File: src/rtl/cache_fill_fsm.sv
// Cache block fill controller.
// On a miss it captures the block-aligned base address and issues one word read
// per cycle for the whole block. It writes each returned word into the data
// array and pulses the tag write together with the last word. fsm_busy stalls
// the CPU for the whole fill.
//
// state   | meaning
// --------+---------------------------------------------------------------
// ST_IDLE | no fill in progress; the next miss is accepted on the next edge
// ST_WAIT | fill in progress; requests go out, returned words are written

module cache_fill_fsm #(
   parameter int BLOCK_WORDS = 8,
   parameter int AWIDTH      = 16
) (
   input  logic              clk,
   input  logic              rst,
   input  logic              miss_detected,
   input  logic [AWIDTH-1:0] miss_address,
   input  logic              memory_data_valid,
   input  logic [15:0]       memory_data,
   output logic              fsm_busy,
   output logic              memory_read,
   output logic [AWIDTH-1:0] memory_address,
   output logic              write_data_array,
   output logic [AWIDTH-1:0] fill_address,
   output logic [15:0]       fill_data,
   output logic              write_tag_array
);

   localparam int IDXW = $clog2(BLOCK_WORDS);
   localparam int CNTW = IDXW + 1;
   localparam logic [CNTW-1:0]   CNT_FULL   = CNTW'(BLOCK_WORDS);
   localparam logic [CNTW-1:0]   CNT_LAST   = CNTW'(BLOCK_WORDS - 1);
   localparam logic [CNTW-1:0]   CNT_ONE    = CNTW'(1);
   // A block spans BLOCK_WORDS 16-bit words, i.e. 2*BLOCK_WORDS bytes.
   localparam logic [AWIDTH-1:0] BLOCK_MASK = AWIDTH'((2 * BLOCK_WORDS) - 1);

   typedef enum logic {
      ST_IDLE = 1'b0,
      ST_WAIT = 1'b1
   } state_t;

   state_t            state_q,   state_d;
   logic [AWIDTH-1:0] base_q,    base_d;
   logic [CNTW-1:0]   req_cnt_q, req_cnt_d;
   logic [CNTW-1:0]   rcv_cnt_q, rcv_cnt_d;

   logic              in_wait;
   logic              req_active;
   logic              word_accept;
   logic              last_word;
   logic [AWIDTH-1:0] req_offset;
   logic [AWIDTH-1:0] rcv_offset;

   // Decode the current request/receive situation and the byte offsets.
   // Only the index bits of the counters form the offset, so the address
   // never leaves the block even when a counter reaches BLOCK_WORDS.
   always_comb begin
      in_wait     = (state_q == ST_WAIT);
      req_active  = in_wait && (req_cnt_q < CNT_FULL);
      word_accept = in_wait && memory_data_valid;
      last_word   = word_accept && (rcv_cnt_q == CNT_LAST);
      req_offset  = AWIDTH'({req_cnt_q[IDXW-1:0], 1'b0});
      rcv_offset  = AWIDTH'({rcv_cnt_q[IDXW-1:0], 1'b0});
   end

   // Next-state logic: accept a miss in IDLE; in WAIT issue requests,
   // count returned words and return to IDLE on the last word.
   always_comb begin
      state_d   = state_q;
      base_d    = base_q;
      req_cnt_d = req_cnt_q;
      rcv_cnt_d = rcv_cnt_q;
      case (state_q)
         ST_IDLE: begin
            if (miss_detected) begin
               base_d    = miss_address & ~BLOCK_MASK;
               req_cnt_d = '0;
               rcv_cnt_d = '0;
               state_d   = ST_WAIT;
            end
         end
         ST_WAIT: begin
            if (req_active) begin
               req_cnt_d = req_cnt_q + CNT_ONE;
            end
            if (word_accept) begin
               rcv_cnt_d = rcv_cnt_q + CNT_ONE;
            end
            if (last_word) begin
               state_d = ST_IDLE;
            end
         end
         default: begin
            state_d = ST_IDLE;
         end
      endcase
   end

   // Outputs. fsm_busy comes straight from the state flop, so a miss has no
   // combinational path to the stall signal.
   always_comb begin
      fsm_busy         = in_wait;
      memory_read      = req_active;
      memory_address   = req_active ? (base_q + req_offset) : '0;
      write_data_array = word_accept;
      fill_address     = base_q + rcv_offset;
      fill_data        = memory_data;
      write_tag_array  = last_word;
   end

   // State and datapath registers with synchronous reset; reset aborts any fill.
   always_ff @(posedge clk) begin
      if (rst) begin
         state_q   <= ST_IDLE;
         base_q    <= '0;
         req_cnt_q <= '0;
         rcv_cnt_q <= '0;
      end else begin
         state_q   <= state_d;
         base_q    <= base_d;
         req_cnt_q <= req_cnt_d;
         rcv_cnt_q <= rcv_cnt_d;
      end
   end

endmodule

File: config.mk
export PLATFORM = sky130hd
export DESIGN_NAME = cache_fill_fsm
export DESIGN_NICKNAME = d
export VERILOG_FILES = /design/src/rtl/cache_fill_fsm.sv
export SDC_FILE = /design/constraint.sdc
export NUM_CORES = 1
export LEC_CHECK = 0
export BUFFER_PORTS_ARGS = -buffer_cell sky130_fd_sc_hd__buf_2
export CORE_UTILIZATION = 41
export CTS_CLUSTER_DIAMETER = 50
export DETAILED_ROUTE_END_ITERATION = 8
export PLACE_DENSITY = 0.84
export SYNTH_ARGS = -nofsm -noshare
export SYNTH_HDL_FRONTEND = slang
export SYNTH_SLANG_ARGS = --single-unit
File: constraint.sdc
create_clock -name clk -period 2.6 [get_ports clk]
set_input_delay 0 -clock clk [delete_from_list [all_inputs] [get_ports clk]]
set_output_delay 0 -clock clk [all_outputs]
set_load 0.05 [all_outputs]
==> flow_summary.yaml <==
worst_setup_path:
  path_max_fanout: 18
  cp.arrival_ns: 1.67
  end_kind: "primary output"
  cpMaxStageDelayCell: "dfxtp_1"
  crit_type: "register to primary output"
  start_kind: "register"
  cp_slowest_stage_delay_ns: 0.48
  required_ns: 2.60
  crit_chain: "nand2b_1 -> inv_1 -> and2_1 -> buf_2"
sta:
  setup_viol: 0
  skew_ns: 0.00764
  period_share: 0.642
  tightestPinTransition_ns: 0.952
  max-slew-margin-rel: 0.364
  rsz0062_at_grt: "no"
  slew_viol_final: 0
  final.setup.tns_ns: 0
  finalHoldViolations: 0
  clock.fmax_mhz: 599
  min_period_ns: 1.67
global_route:
  grt_start_max_net_pins: 22
  grt_use_total: 0.179
  grt_pass1_wl_mm: 3.71
  antenna_found_initial: 0
  grt_remaining_overflow: 0
  grt_pass1_vias: 876
floorplanning:
  start_util: 0.437
  die_y_um: 53.4
  die-area_sq_um: 2850
  rows: 18
  die_w_um: 53.4
  ios: 88
  core-area_sq_um: 2480
layout:
  final_cells: 207
  areaGrowthSynthToFinish_pct: 23.7
  drive_gt1_frac: 0.316
  fill_cells: 266
  nNetsFinal: 216
  seqCellArea_sq_um: 420
  insertedDiodeCount: 0
  multi_input_area_sq_um: 472
power_and_ir_drop:
  internal_power_w: 0.000444
  peakVddDrop_mv: 0.339
  power_density_nw_per_um2: 508
  power_frac_seq: 0.512
  total_power_w: 0.000680
  p_leak_nw: 0.663
  p_switching_w: 0.000236
  comb_power_share: 0.255
  p_clk_frac: 0.233
  switching_share: 0.347
clocking:
  root_buffer: "clkbuf_4"
  tritoncts: "done"
  clockBufferDepth: 2
  clock_sinks: 21
  htreeDepth: 1
  clkLatencyLatePin_ns: 0.30
  cts_buffers: 3
  clkTransAtPathRegs_ns: 0.11
yosys:
  synth.distinct_cells: 23
  synth_top_area_frac: 0.388
  yosysWarnings: 0
  yosys_register_bits: 21
  yosysTopAreaCell: "dfxtp_1"
  yosysSeqAreaShare: 0.388
  synth.cell_area_sq_um: 1080
  synth_area_leaders: "dfxtp_1 39%, buf_4 15%, nand2_1 9.7%"
  synthCells: 137
  avgSynthCellArea_sq_um: 7.91
detailed_routing:
  routedWlPerCell_um: 11.8
  drcViolationCount: 0
  wl_mm: 2.44
  num_vias: 974
  drt_iter0_markers: 5
  drtAntennaViolNets: 0
  drtPass1Iterations: 3
  viasPerCell: 4.71
flow_run:
  max_cap_violations: 0
place:
  place.gp.congestion: 0.680
  dp.cells: 190
  post-dp-hpwl_mm: 1.67
  port_buffers: 49
status:
  status: "finished, final reports clean"
hold_path:
  min-delay-path-class: "input pin to primary output"
-- worst paths after layout --
check                                    endpoint       startpoint  cells after the start  slack [ns]
worst max-delay path            memory_address[8]         fsm_busy                      4        0.93
worst min-delay path                fill_data[10]  memory_data[10]                      0     0.00002
worst max register to register       rcv_cnt_q[2]         fsm_busy                      3        0.98
worst min register to register         base_q[12]       base_q[12]                      2        0.47
-- cell usage after synthesis (all sizes together) --
cell type	n
o211ai	1
nand2b	4
clkbuf	2
mux2	1
buf	25
nor3	3
a21oi	19
nand3b	1
or3	1
nand2	29
xor2	1
inv	2
nand3	5
nor2b	1
a211oi	1
ha	2
and2	15
nand4	1
nor2	1
conb	1
dfxtp	21
-- registers in the layout (all words and copies together) (netlist names) --
name	cells
base_q	12
rcv_cnt_q	4
req_cnt_q	4
fsm_busy	1
-- power by group through the flow --
stage | Combinational, W | Sequential (W) | Clock (W)
global placement | 0.000157 | 0.000355 | 0
finish | 0.000174 | 0.000348 | 0.000158
detailed placement | 0.000160 | 0.000355 | 0
global route | 0.000189 | 0.000351 | 0.000179
floorplan | 0.000153 | 0.000394 | 0
CTS | 0.000175 | 0.000348 | 0.000168
-- cell usage in the layout, fill, tap and decap left out, drive strengths merged --
master / n
a211oi: 1
nor2: 1
xor2: 1
and2: 15
buf: 49
nand2: 29
a21oi: 19
nor2b: 1
nand3: 5
clkbuf: 3
clkinv: 1
nor3: 3
o211ai: 1
conb: 2
ha: 2
mux2: 1
inv: 2
dlygate4sd3: 13
or3: 1
dfxtp: 21
nand3b: 1
nand4: 1
nand2b: 4
-- critical path, delay by kind of cell, from the launching register on --
family                 cells  cell delay (ns)
and+or+nand+nor            2             0.31
DFF                        1             0.48
buffers and inverters      2             0.58
-- stage by stage --
stage / instance area (sq um) / setup WS (ns) / util / hold WS [ns]
after global placement: 1180 / 0.964 / 0.477 / 0.000341
final: 1340 / 0.931 / 0.541 / 0.0000220
after global routing: 1340 / 0.737 / 0.541 / 0.0000743
after detailed placement: 1180 / 0.941 / 0.477 / 0.000341
after CTS: 1340 / 0.903 / 0.541 / 0.000341
after floorplan: 1090 / 0.248 / - / 0.0793
-- kinds of logic (layout without fill, tap and decap cells) --
logic type	Yosys count	in the layout	synth area share
AOI/OAI and AO/OA	21	21	0.106
xor gates and xnor gates	1	1	0.00808
adders and majority gates	2	2	0.0231
buffers and inverters	29	68	0.180
DFF	21	21	0.388
muxes	1	1	0.0139
other	1	2	0.00346
and+or+nand+nor	61	61	0.277
-- metal layers --
metal  routed length, um  track usage  vias to the layer above
li1                    -            -                      497
met2                1250        0.363                       45
met4                  28       0.0614                        0
met1                 987        0.174                      426
met3                 173       0.0316                        6
met5                   0            0                        -
-- cell type report --
cell class              instances  area share
repair buffers                 62       0.280
well taps                      30      0.0280
inverters                       2     0.00560
clock buffers                   3      0.0168
flip-flops and latches         21       0.314
multi-input cells              88       0.352
clock inverters                 1     0.00373
-- what timing repair did --
item,CTS,global route
resized for setup,0,0
hold endpoints to repair,13,0
setup buffers,0,0
hold buffers,13,0
(Power assumes the default switching activity.)
